==> config.mk <==
export PLATFORM = sky130hd
export DESIGN_NAME = player_ctrl
export DESIGN_NICKNAME = d
export VERILOG_FILES = /design/src/rtl/space_inv_pkg.sv /design/src/rtl/key_decode.sv /design/src/rtl/player_ctrl.sv
export SDC_FILE = /design/constraint.sdc
export NUM_CORES = 1
export LEC_CHECK = 0
export CAP_MARGIN = 20
export CELL_PAD_IN_SITES_DETAIL_PLACEMENT = 1
export CELL_PAD_IN_SITES_GLOBAL_PLACEMENT = 1
export CORE_MARGIN = 2
export CORE_UTILIZATION = 36
export DETAILED_ROUTE_END_ITERATION = 16
export PLACE_DENSITY = 0.95
export SYNTH_ARGS = -nofsm -noshare
export SYNTH_HDL_FRONTEND = slang
export SYNTH_SLANG_ARGS = --single-unit
==> constraint.sdc <==
create_clock -name frame_clk -period 4.1 [get_ports frame_clk]
set_input_delay 1.23 -clock frame_clk [delete_from_list [all_inputs] [get_ports frame_clk]]
set_output_delay 1.23 -clock frame_clk [all_outputs]
set_load 0.02 [all_outputs]
==> src/rtl/space_inv_pkg.sv <==
// Shared keycodes, player FSM state encoding and screen coordinate type for
// the Space Invaders datapath.
package space_inv_pkg;

    localparam logic [7:0] KEY_A     = 8'h04;
    localparam logic [7:0] KEY_D     = 8'h07;
    localparam logic [7:0] KEY_SPACE = 8'h2C;
    localparam logic [7:0] KEY_NONE  = 8'h00;

    typedef enum logic [1:0] {
        ALIVE,
        RESPAWN,
        DEAD
    } player_state_t;

    typedef logic [9:0] coord_t;

endpackage

==> src/rtl/key_decode.sv <==
// Combinational USB keyboard report decoder: flags A (left), D (right) and
// Space (fire) if present in any keycode slot. Also used by the menu FSM.
module key_decode
    import space_inv_pkg::*;
#(
    parameter int NUM_KEYS = 6
) (
    input  logic [8*NUM_KEYS-1:0] keycodes,
    output logic                  left,
    output logic                  right,
    output logic                  fire
);

    always_comb begin
        // NOTE: every output gets a default before the loop so no latch is inferred.
        left  = 1'b0;
        right = 1'b0;
        fire  = 1'b0;
        for (int i = 0; i < NUM_KEYS; i++) begin
            if (keycodes[8*i +: 8] == KEY_A)     left  = 1'b1;
            if (keycodes[8*i +: 8] == KEY_D)     right = 1'b1;
            if (keycodes[8*i +: 8] == KEY_SPACE) fire  = 1'b1;
        end
    end

endmodule

==> src/rtl/player_ctrl.sv <==
// Player cannon controller: clamped motion, rate-limited firing, lives and a
// respawn/game-over FSM, updated once per frame. Optional macro
// PLAYER_AUTOFIRE_EN makes firing level-triggered (hold Space to autofire).
module player_ctrl
    import space_inv_pkg::*;
#(
    parameter int NUM_KEYS       = 6,
    parameter int X_MIN          = 0,
    parameter int X_MAX          = 639,
    parameter int X_CENTER       = 320,
    parameter int STEP           = 2,
    parameter int SIZE           = 8,
    parameter int COOLDOWN       = 15,
    parameter int LIVES          = 3,
    parameter int RESPAWN_FRAMES = 60
) (
    input  logic                  Reset,
    input  logic                  frame_clk,
    input  logic [8*NUM_KEYS-1:0] keycodes,
    input  logic                  hit,
    input  logic                  bullet_active,
    output coord_t                player_X,
    output coord_t                player_s,
    output logic                  shoot_bullet,
    output logic [2:0]            lives,
    output logic                  respawning,
    output logic                  game_over
);

    localparam int CD_W = (COOLDOWN > 0) ? $clog2(COOLDOWN + 1) : 1;
    localparam int RS_W = (RESPAWN_FRAMES > 1) ? $clog2(RESPAWN_FRAMES) : 1;

    localparam logic [CD_W-1:0]   CD_LOAD = CD_W'(COOLDOWN);
    localparam logic [RS_W-1:0]   RS_LOAD = RS_W'(RESPAWN_FRAMES - 1);
    localparam logic signed [10:0] STEP_S = 11'(STEP);
    localparam logic signed [10:0] X_LO   = 11'(X_MIN + SIZE);
    localparam logic signed [10:0] X_HI   = 11'(X_MAX - SIZE);

    player_state_t    r_state;
    coord_t           r_x;
    logic             r_shoot;
    logic [2:0]       r_lives;
    logic [CD_W-1:0]  r_cd;
    logic [RS_W-1:0]  r_resp_cnt;
    logic             r_fire_prev;

    logic             w_left;
    logic             w_right;
    logic             w_fire;
    logic             w_fire_trig;
    logic             w_shot;
    logic signed [10:0] w_x_ext;
    logic signed [10:0] w_x_next;

    key_decode #(.NUM_KEYS(NUM_KEYS)) u_key_decode (
        .keycodes (keycodes),
        .left     (w_left),
        .right    (w_right),
        .fire     (w_fire)
    );

`ifdef PLAYER_AUTOFIRE_EN
    assign w_fire_trig = w_fire;
`else
    assign w_fire_trig = w_fire & ~r_fire_prev;
`endif

    assign w_shot = (r_state == ALIVE) && w_fire_trig && (r_cd == '0)
                    && !bullet_active && !hit;

    // Signed 11-bit arithmetic so a step past either edge clamps instead of wrapping.
    assign w_x_ext = signed'({1'b0, r_x});

    always_comb begin
        w_x_next = w_x_ext;
        if (w_left && !w_right) begin
            w_x_next = w_x_ext - STEP_S;
            if (w_x_next < X_LO) w_x_next = X_LO;
        end else if (w_right && !w_left) begin
            w_x_next = w_x_ext + STEP_S;
            if (w_x_next > X_HI) w_x_next = X_HI;
        end
    end

    // NOTE: sequential state uses non-blocking assignments only.
    always_ff @(posedge frame_clk or posedge Reset) begin
        if (Reset) begin
            r_state     <= ALIVE;
            r_x         <= coord_t'(X_CENTER);
            r_shoot     <= 1'b0;
            r_lives     <= 3'(LIVES);
            r_cd        <= '0;
            r_resp_cnt  <= '0;
            r_fire_prev <= 1'b0;
        end else begin
            r_fire_prev <= w_fire;
            r_shoot     <= w_shot;

            if (w_shot)
                r_cd <= CD_LOAD;
            else if (r_cd != '0)
                r_cd <= r_cd - CD_W'(1);

            case (r_state)
                ALIVE: begin
                    if (hit) begin
                        if (r_lives > 3'd1) begin
                            r_lives    <= r_lives - 3'd1;
                            r_state    <= RESPAWN;
                            r_x        <= coord_t'(X_CENTER);
                            r_resp_cnt <= RS_LOAD;
                        end else begin
                            r_lives <= 3'd0;
                            r_state <= DEAD;
                        end
                    end else begin
                        r_x <= w_x_next[9:0];
                    end
                end
                RESPAWN: begin
                    if (r_resp_cnt == '0)
                        r_state <= ALIVE;
                    else
                        r_resp_cnt <= r_resp_cnt - RS_W'(1);
                end
                DEAD: begin
                    // Terminal until Reset.
                end
                default: r_state <= ALIVE;
            endcase
        end
    end

    assign player_X     = r_x;
    assign player_s     = coord_t'(SIZE);
    assign shoot_bullet = r_shoot;
    assign lives        = r_lives;
    assign respawning   = (r_state == RESPAWN);
    assign game_over    = (r_state == DEAD);

endmodule

### Word level (Yosys, flattened, before mapping)

Cells that the tools add are included.

| storage, ports and cells | value |
|---|---|
| flip-flop bits (word level) | 27 |
| output and inout bits | 26 |

| cells by class | value |
|---|---|
| reductions and logical operators | 21 |
| muxes and demuxes | 35 |
| magnitude comparators | 3 |
| equal/unequal tests | 25 |
| bitwise operators | 3 |
| add/subtract/negate cells | 5 |

Operators by type and width:

| kind | number |
|---|---|
| $eq A8 B3 Y1 const B | 12 |
| $mux W10 | 6 |
| $eq A8 B6 Y1 const B | 6 |
| $mux W1 | 18 |
| $mux W6 | 3 |
| $pmux W6 S2 | 1 |
| $add A10 B2 Y11 const B | 1 |
| $gt A11 B11 Y1 const B | 1 |
| $lt A11 B5 Y1 const B | 1 |
| $sub A10 B2 Y11 const B | 1 |
| $mux W4 | 2 |
| $logic_and A1 B1 Y1 | 6 |
| $logic_not A6 Y1 | 1 |
| $mux W2 | 3 |
| $ne A2 B1 Y1 const B | 3 |
| $pmux W2 S3 | 1 |
| $reduce_and A3 Y1 | 2 |
| $sub A6 B1 Y6 const B | 1 |
| $logic_not A1 Y1 | 4 |
| $logic_not A4 Y1 | 1 |
| $ne A2 B2 Y1 const B | 2 |
| $reduce_and A4 Y1 | 1 |
| $reduce_bool A2 Y1 | 2 |
| $reduce_bool A4 Y1 | 1 |
| 11 further kinds | 12 |

### Longest topological paths before layout

| depth | value |
|---|---|
| depth in word-level cells | 13 |
| depth in mapped cells | 9 |

### By module

A second synthesis with hierarchy kept.

| second synthesis, totals | value |
|---|---|
| cell total of the unflattened synthesis | 300 |
| area, all modules | 2494.9 um2 |

By module, submodules not included:

| module | times used | cells each | sequential area each (um2) | area an instance (um2) |
|---|---|---|---|---|
| player_ctrl | 1 | 257 | 680.7 | 2147.1 |
| key_decode | 1 | 43 | 0.0 | 347.8 |

### Worst setup path after synthesis

Ideal clock, no wire load.

| timing path | value |
|---|---|
| kind | input -> register |
| from | in keycodes[12] |
| to | reg r_x[3] (netlist: player_X[3]) |
| slack | 1.259 ns |
| cell stages on the path | 7 |
| required time | 3.978 ns |
| arrival | 2.720 ns |
| setup time | 0.122 ns |
| path through | nor4b_2 > nand3_1 > and4_4 > a21o_1 > buf_6 > or3_1 > a32o_1 |

| on the way | value |
|---|---|
| longest elaborated chain between the ends | 10 |
| elaborated cells between the ends (all ways) | 20 |
| classes of those cells | eq/ne (2); mux (12); reduce/logical (6) |

Ends and longest elaborated chain:

| item | RTL line | source |
|---|---|---|
| from (decl) | player_ctrl.sv:19 | `input logic [8*NUM_KEYS-1:0] keycodes,` |
| $eq A8 B3 Y1 (on tied branches) | key_decode.sv:21, key_decode.sv:20 |  |
| $mux W1 (on tied branches) (5 in series) | key_decode.sv:21, key_decode.sv:20 |  |
| $logic_not A1 Y1 (on tied branches) | player_ctrl.sv:76, player_ctrl.sv:79 |  |
| $logic_and A1 B1 Y1 (on tied branches) | player_ctrl.sv:76, player_ctrl.sv:79 |  |
| $reduce_bool A3 Y1 (no source line) / $mux W10 (equally long branches) | n/a |  |
| $reduce_and A3 Y1 (no source line) / $mux W10 (equally long branches) | n/a |  |
| to (signal assigned) | player_ctrl.sv:89 | `r_x <= coord_t'(X_CENTER);` |
| to (signal assigned) | player_ctrl.sv:110 | `r_x <= coord_t'(X_CENTER);` |
| to (signal assigned) | player_ctrl.sv:117 | `r_x <= w_x_next[9:0];` |
| to (decl) | player_ctrl.sv:40 | `coord_t r_x;` |

Several ways; a longest one is shown, not always the timed one.
A chain may end at the register's enable or synchronous reset.

### Final worst setup path

| timing path | value |
|---|---|
| from | in keycodes[23] |
| to | reg r_x[4] (netlist: player_X[4]) |

| on the way | value |
|---|---|
| longest elaborated chain between the ends | 9 |
| elaborated cells between the ends (all ways) | 18 |
| classes of those cells | eq/ne (2); mux (10); reduce/logical (6) |

Ends and longest elaborated chain:

| item | RTL line |
|---|---|
| $eq A8 B3 Y1 (on tied branches) | key_decode.sv:21, key_decode.sv:20 |
| $mux W1 (on tied branches) (4 in series) | key_decode.sv:21, key_decode.sv:20 |
| $logic_not A1 Y1 (on tied branches) | player_ctrl.sv:76, player_ctrl.sv:79 |
| $logic_and A1 B1 Y1 (on tied branches) | player_ctrl.sv:76, player_ctrl.sv:79 |
| $reduce_bool A3 Y1 (no source line) / $mux W10 (equally long branches) | n/a |
| $reduce_and A3 Y1 (no source line) / $mux W10 (equally long branches) | n/a |

Several ways; a longest one is shown, not always the timed one.

==> impl_metrics.csv <==
group,metric,value,unit
sta,fmaxAchievable,0.282,GHz
worst_setup_path,cp_data_arrival_time,3.71,ns
sta,report.final.setup_viol,0,
worst_setup_path,delay_heaviest_family_cp,"compound AO/OA/AOI/OAI gates",
power_and_ir_drop,power.switching_fraction,0.344,
clock_tree,hold_buffers,0,
worst_setup_path,worst-r2r-setup-slack,1.67,ns
synth,post_synth_top_area_share,0.250,
sta,report.final.slew_viol_count,0,
synth,netlist_top_cells_area,"sky130_fd_sc_hd__dfrtp_1 (25%), sky130_fd_sc_hd__nor2_1 (4.7%), sky130_fd_sc_hd__dfstp_2 (4.6%)",
layout,multi_input_comb_area,0.00147,mm2
place,placed_instance_count,393,
worst_setup_path,worstSetupStartpointType,"primary input",
layout,fillers,748,
die,dieArea,0.00704,mm2
drt,drt_pass1_iterations,4,
synth,ys_warn_count,0,
power_and_ir_drop,power_per_cell_area,259,mW/mm2
grt,antenna_found_initial,0,
worst_setup_path,timing.critical_path.fanout_max,17,
worst_setup_path,setup.worst_path.end_class,"register",
place,hpwlAfterDp,5280,um
clock_tree,clock_sink_count,27,
worst_setup_path,path_depth,8,
drt,detailedRoute.firstIterationViolations,121,
die,num_io_pins,78,
layout,most_common_library_cell_in_the_layout_ignoring_fill_and_taps,"sky130_fd_sc_hd__clkdlybuf4s50_1",
drt,post_drt_wl_per_cell,16.6,um
die,placementRows,29,
worst_setup_path,crit_path_max_delay_cell_type,"sky130_fd_sc_hd__a21oi_4",
synth,synth_largest_area_cell,"sky130_fd_sc_hd__dfrtp_1",
sta,share_of_the_clock_period_used_by_the_worst_path,0.864,
worst_hold_path,whs_path_depth,1,
synth,ys_seq_elements,27,
synth,synth_top_flop_cell,"sky130_fd_sc_hd__dfrtp_1",
drt,antenna_violating_nets_post_route,0,
grt,grt_overflow,0,
drt,via_count,2261,
power_and_ir_drop,power.leakage,1.24,nW
sta,clock-skew-final,0.00522,ns
layout,final-instance-count-excl-fill,398,
power_and_ir_drop,pwr-share-seq,0.434,
die,chipHeight,83.9,um
worst_hold_path,worst_hold_path_class,"register to register",
worst_setup_path,setup.worst_path.end,"player_X[4]",
place,placedInstanceArea,0.00296,mm2
layout,final_layout_size_suffix_gt1_frac,0.0935,
die,die_w,83.9,um
worst_setup_path,crit_chain,"clkdlybuf4s50_1, nor4b_2, and3_1, a31oi_1, a21o_1, a21oi_4, nor2_1, a211o_1",
clock_tree,cts_max_level,1,
outcome,run_status,"finished clean",
worst_setup_path,ff2ff_path_depth,8,
sta,post-route-worst-setup-slack,0.556,ns
power_and_ir_drop,clkPwrFrac,0.202,
synth,synth_area_per_cell,8.85,um2
synth,yosysUniqueCellTypes,63,
layout,finalInstanceArea,0.00303,mm2
synth,sequential_area_share_after_synthesis,0.296,
layout,ff_latch_area,681,um2
synth,syn_area,0.00230,mm2
power_and_ir_drop,internal_power,0.516,mW
clock_tree,worst_setup_hold_path_clk_slew,0.10,ns
worst_setup_path,timing_worst_setup_path_type,"primary input to register",
drt,avgViaCountPerCell,5.68,
synth,async_flop_share,1.00,
power_and_ir_drop,irDropWorstVdd,0.210,mV
place,dpl_worst_slack,0.263,ns
synth,postSynthCellCount,260,
die,placeableCoreArea,0.00628,mm2
sta,rsz0062_at_grt,"false",
layout,antennaDiodeCount,0,
clock_tree,cts_inserted_buffers,3,
place,gpl.final_weighted_congestion,0.842,
power_and_ir_drop,share_comb_of_total_power,0.364,
layout,num-nets-final,382,
worst_setup_path,timing.critical_path.buf_inv,1,
sta,layout_min_cycle_time,3.54,ns
power_and_ir_drop,switchingPower,0.271,mW
grt,maximum_number_of_pins_on_one_net_before_global_route_repair,28,
worst_setup_path,timing.rr.end,"player_X[4]",
grt,gr-usage-all-layers,0.186,
worst_setup_path,critical_path.max_stage_delay,0.46,ns
synth,synth_edf_count,0,
clock_tree,cts_resized,0,
place,buffer_ports.inserted,67,
worst_setup_path,crit_startpoint,"keycodes[23]",
drt,post-route-drc-count,0,
clock_tree,clkLatencyLatePin,0.28,ns
clock_tree,cts.repair_timing.setup_buffer_count,0,
clock_tree,clockRootBuffer,"sky130_fd_sc_hd__clkbuf_8",
clock_tree,cts_tree,"done",
sta,worst_pin_slew,0.660,ns
grt,vias_in_the_first_global_route,2382,
layout,final_cell_mix,"sky130_fd_sc_hd__clkdlybuf4s50_1 (67), sky130_fd_sc_hd__nor2_1 (29), sky130_fd_sc_hd__dfrtp_1 (23), sky130_fd_sc_hd__nand2_1 (22)",
die,start_util,0.366,
layout,syn_to_final_growth,31.9,%
sta,finalSetupTns,0,ns
sta,finalHoldViolCount,0,
run,max-cap-violations,0,
grt,grt_pass1_wl,11000,um
worst_setup_path,worst-endpoint-required,4.27,ns
layout,final_core_util,0.483,
clock_tree,cts.path.max_buffers,2,
drt,detail_route.wirelength,6590,um
sta,relSlewSlack,0.555,
worst_setup_path,reg2reg_from,"player_X[1]",
## sequential cells by signal (all words and copies together), names as in the netlist
name	flops
lives	3
r_cd	4
r_fire_prev	1
player_X	10
r_resp_cnt	6
r_state	2
shoot_bullet	1
## through the flow
| stage | power [mW] | hold WS, ns |
|---|---|---|
| 4_1_cts | 0.783 | 0.520 |
| 6_report | 0.787 | 0.529 |
| 5_1_grt | 0.838 | 0.547 |
| 2_1_floorplan | 0.518 | 0.463 |
| 3_3_place_gp | 0.602 | 0.496 |
| 3_5_place_dp | 0.623 | 0.503 |
## per-layer routing
layer | part of all wire | vias up | global-route usage
met1 | 0.41 | 1099 | 0.231
li1 | - | 1063 | -
met3 | 0.051 | 12 | 0.0307
met5 | 0 | - | 0
met2 | 0.52 | 87 | 0.331
met4 | 0.017 | 0 | 0.0528
## how the worst min path moves through the flow
stage / start / endpoint / slack [ns]
floorplan: r_resp_cnt[0] / r_resp_cnt[0] / 0.46
global placement: r_resp_cnt[0] / r_resp_cnt[0] / 0.50
detailed placement: r_resp_cnt[0] / r_resp_cnt[0] / 0.50
CTS: r_resp_cnt[0] / r_resp_cnt[0] / 0.52
global route: r_resp_cnt[0] / r_resp_cnt[0] / 0.55
finish: r_state[0] / r_state[1] / 0.53
## synthesized netlist by cell type, types with 4 or more instances
cell type,count
sky130_fd_sc_hd__nand2_1,22
sky130_fd_sc_hd__a31oi_1,4
sky130_fd_sc_hd__nor3_1,11
sky130_fd_sc_hd__nand3_1,10
sky130_fd_sc_hd__buf_4,11
sky130_fd_sc_hd__nor2_1,29
sky130_fd_sc_hd__nor2b_1,4
sky130_fd_sc_hd__and3_1,4
sky130_fd_sc_hd__dfrtp_1,23
sky130_fd_sc_hd__inv_1,10
sky130_fd_sc_hd__a21oi_1,9
sky130_fd_sc_hd__o21ai_0,4
sky130_fd_sc_hd__nand4_1,11
sky130_fd_sc_hd__xnor2_1,10
sky130_fd_sc_hd__or3_1,6
sky130_fd_sc_hd__dfstp_2,4
sky130_fd_sc_hd__o22ai_1,5
sky130_fd_sc_hd__ha_1,8
## power by group through the flow
stage	Combinational, mW	Clock, mW	Sequential, mW
after floorplan	0.183	0	0.335
after global placement	0.260	0	0.341
after detailed placement	0.279	0	0.344
after CTS	0.281	0.163	0.339
after global routing	0.318	0.174	0.346
final	0.287	0.159	0.341
## logic make-up after synthesis
logic type,synth area share
AND/OR/NAND/NOR,0.335
AO/OA/AOI/OAI,0.164
buffers and inverters,0.0767
flip-flops,0.296
XOR/XNOR,0.0495
adder cells (fa/ha/maj),0.0435
multiplexers,0.0326
other,0.00327
## worst register-to-register path: cells and delay by family (launching register included)
kind | cells | cell delay [ns]
compound gates | 3 | 0.66
mux | 1 | 0.15
flops | 1 | 0.53
fa+ha+maj | 1 | 0.31
simple gates | 3 | 0.68
## cell type report
type,count,share of cell area
Clock buffer,3,0.0136
Inverter,10,0.0124
Clock inverter,1,0.00247
Tap cell,77,0.0318
Multi-Input combinational cell,212,0.485
Sequential cell,27,0.224
Timing Repair Buffer,68,0.230
Power figures use the tool's default switching activity.
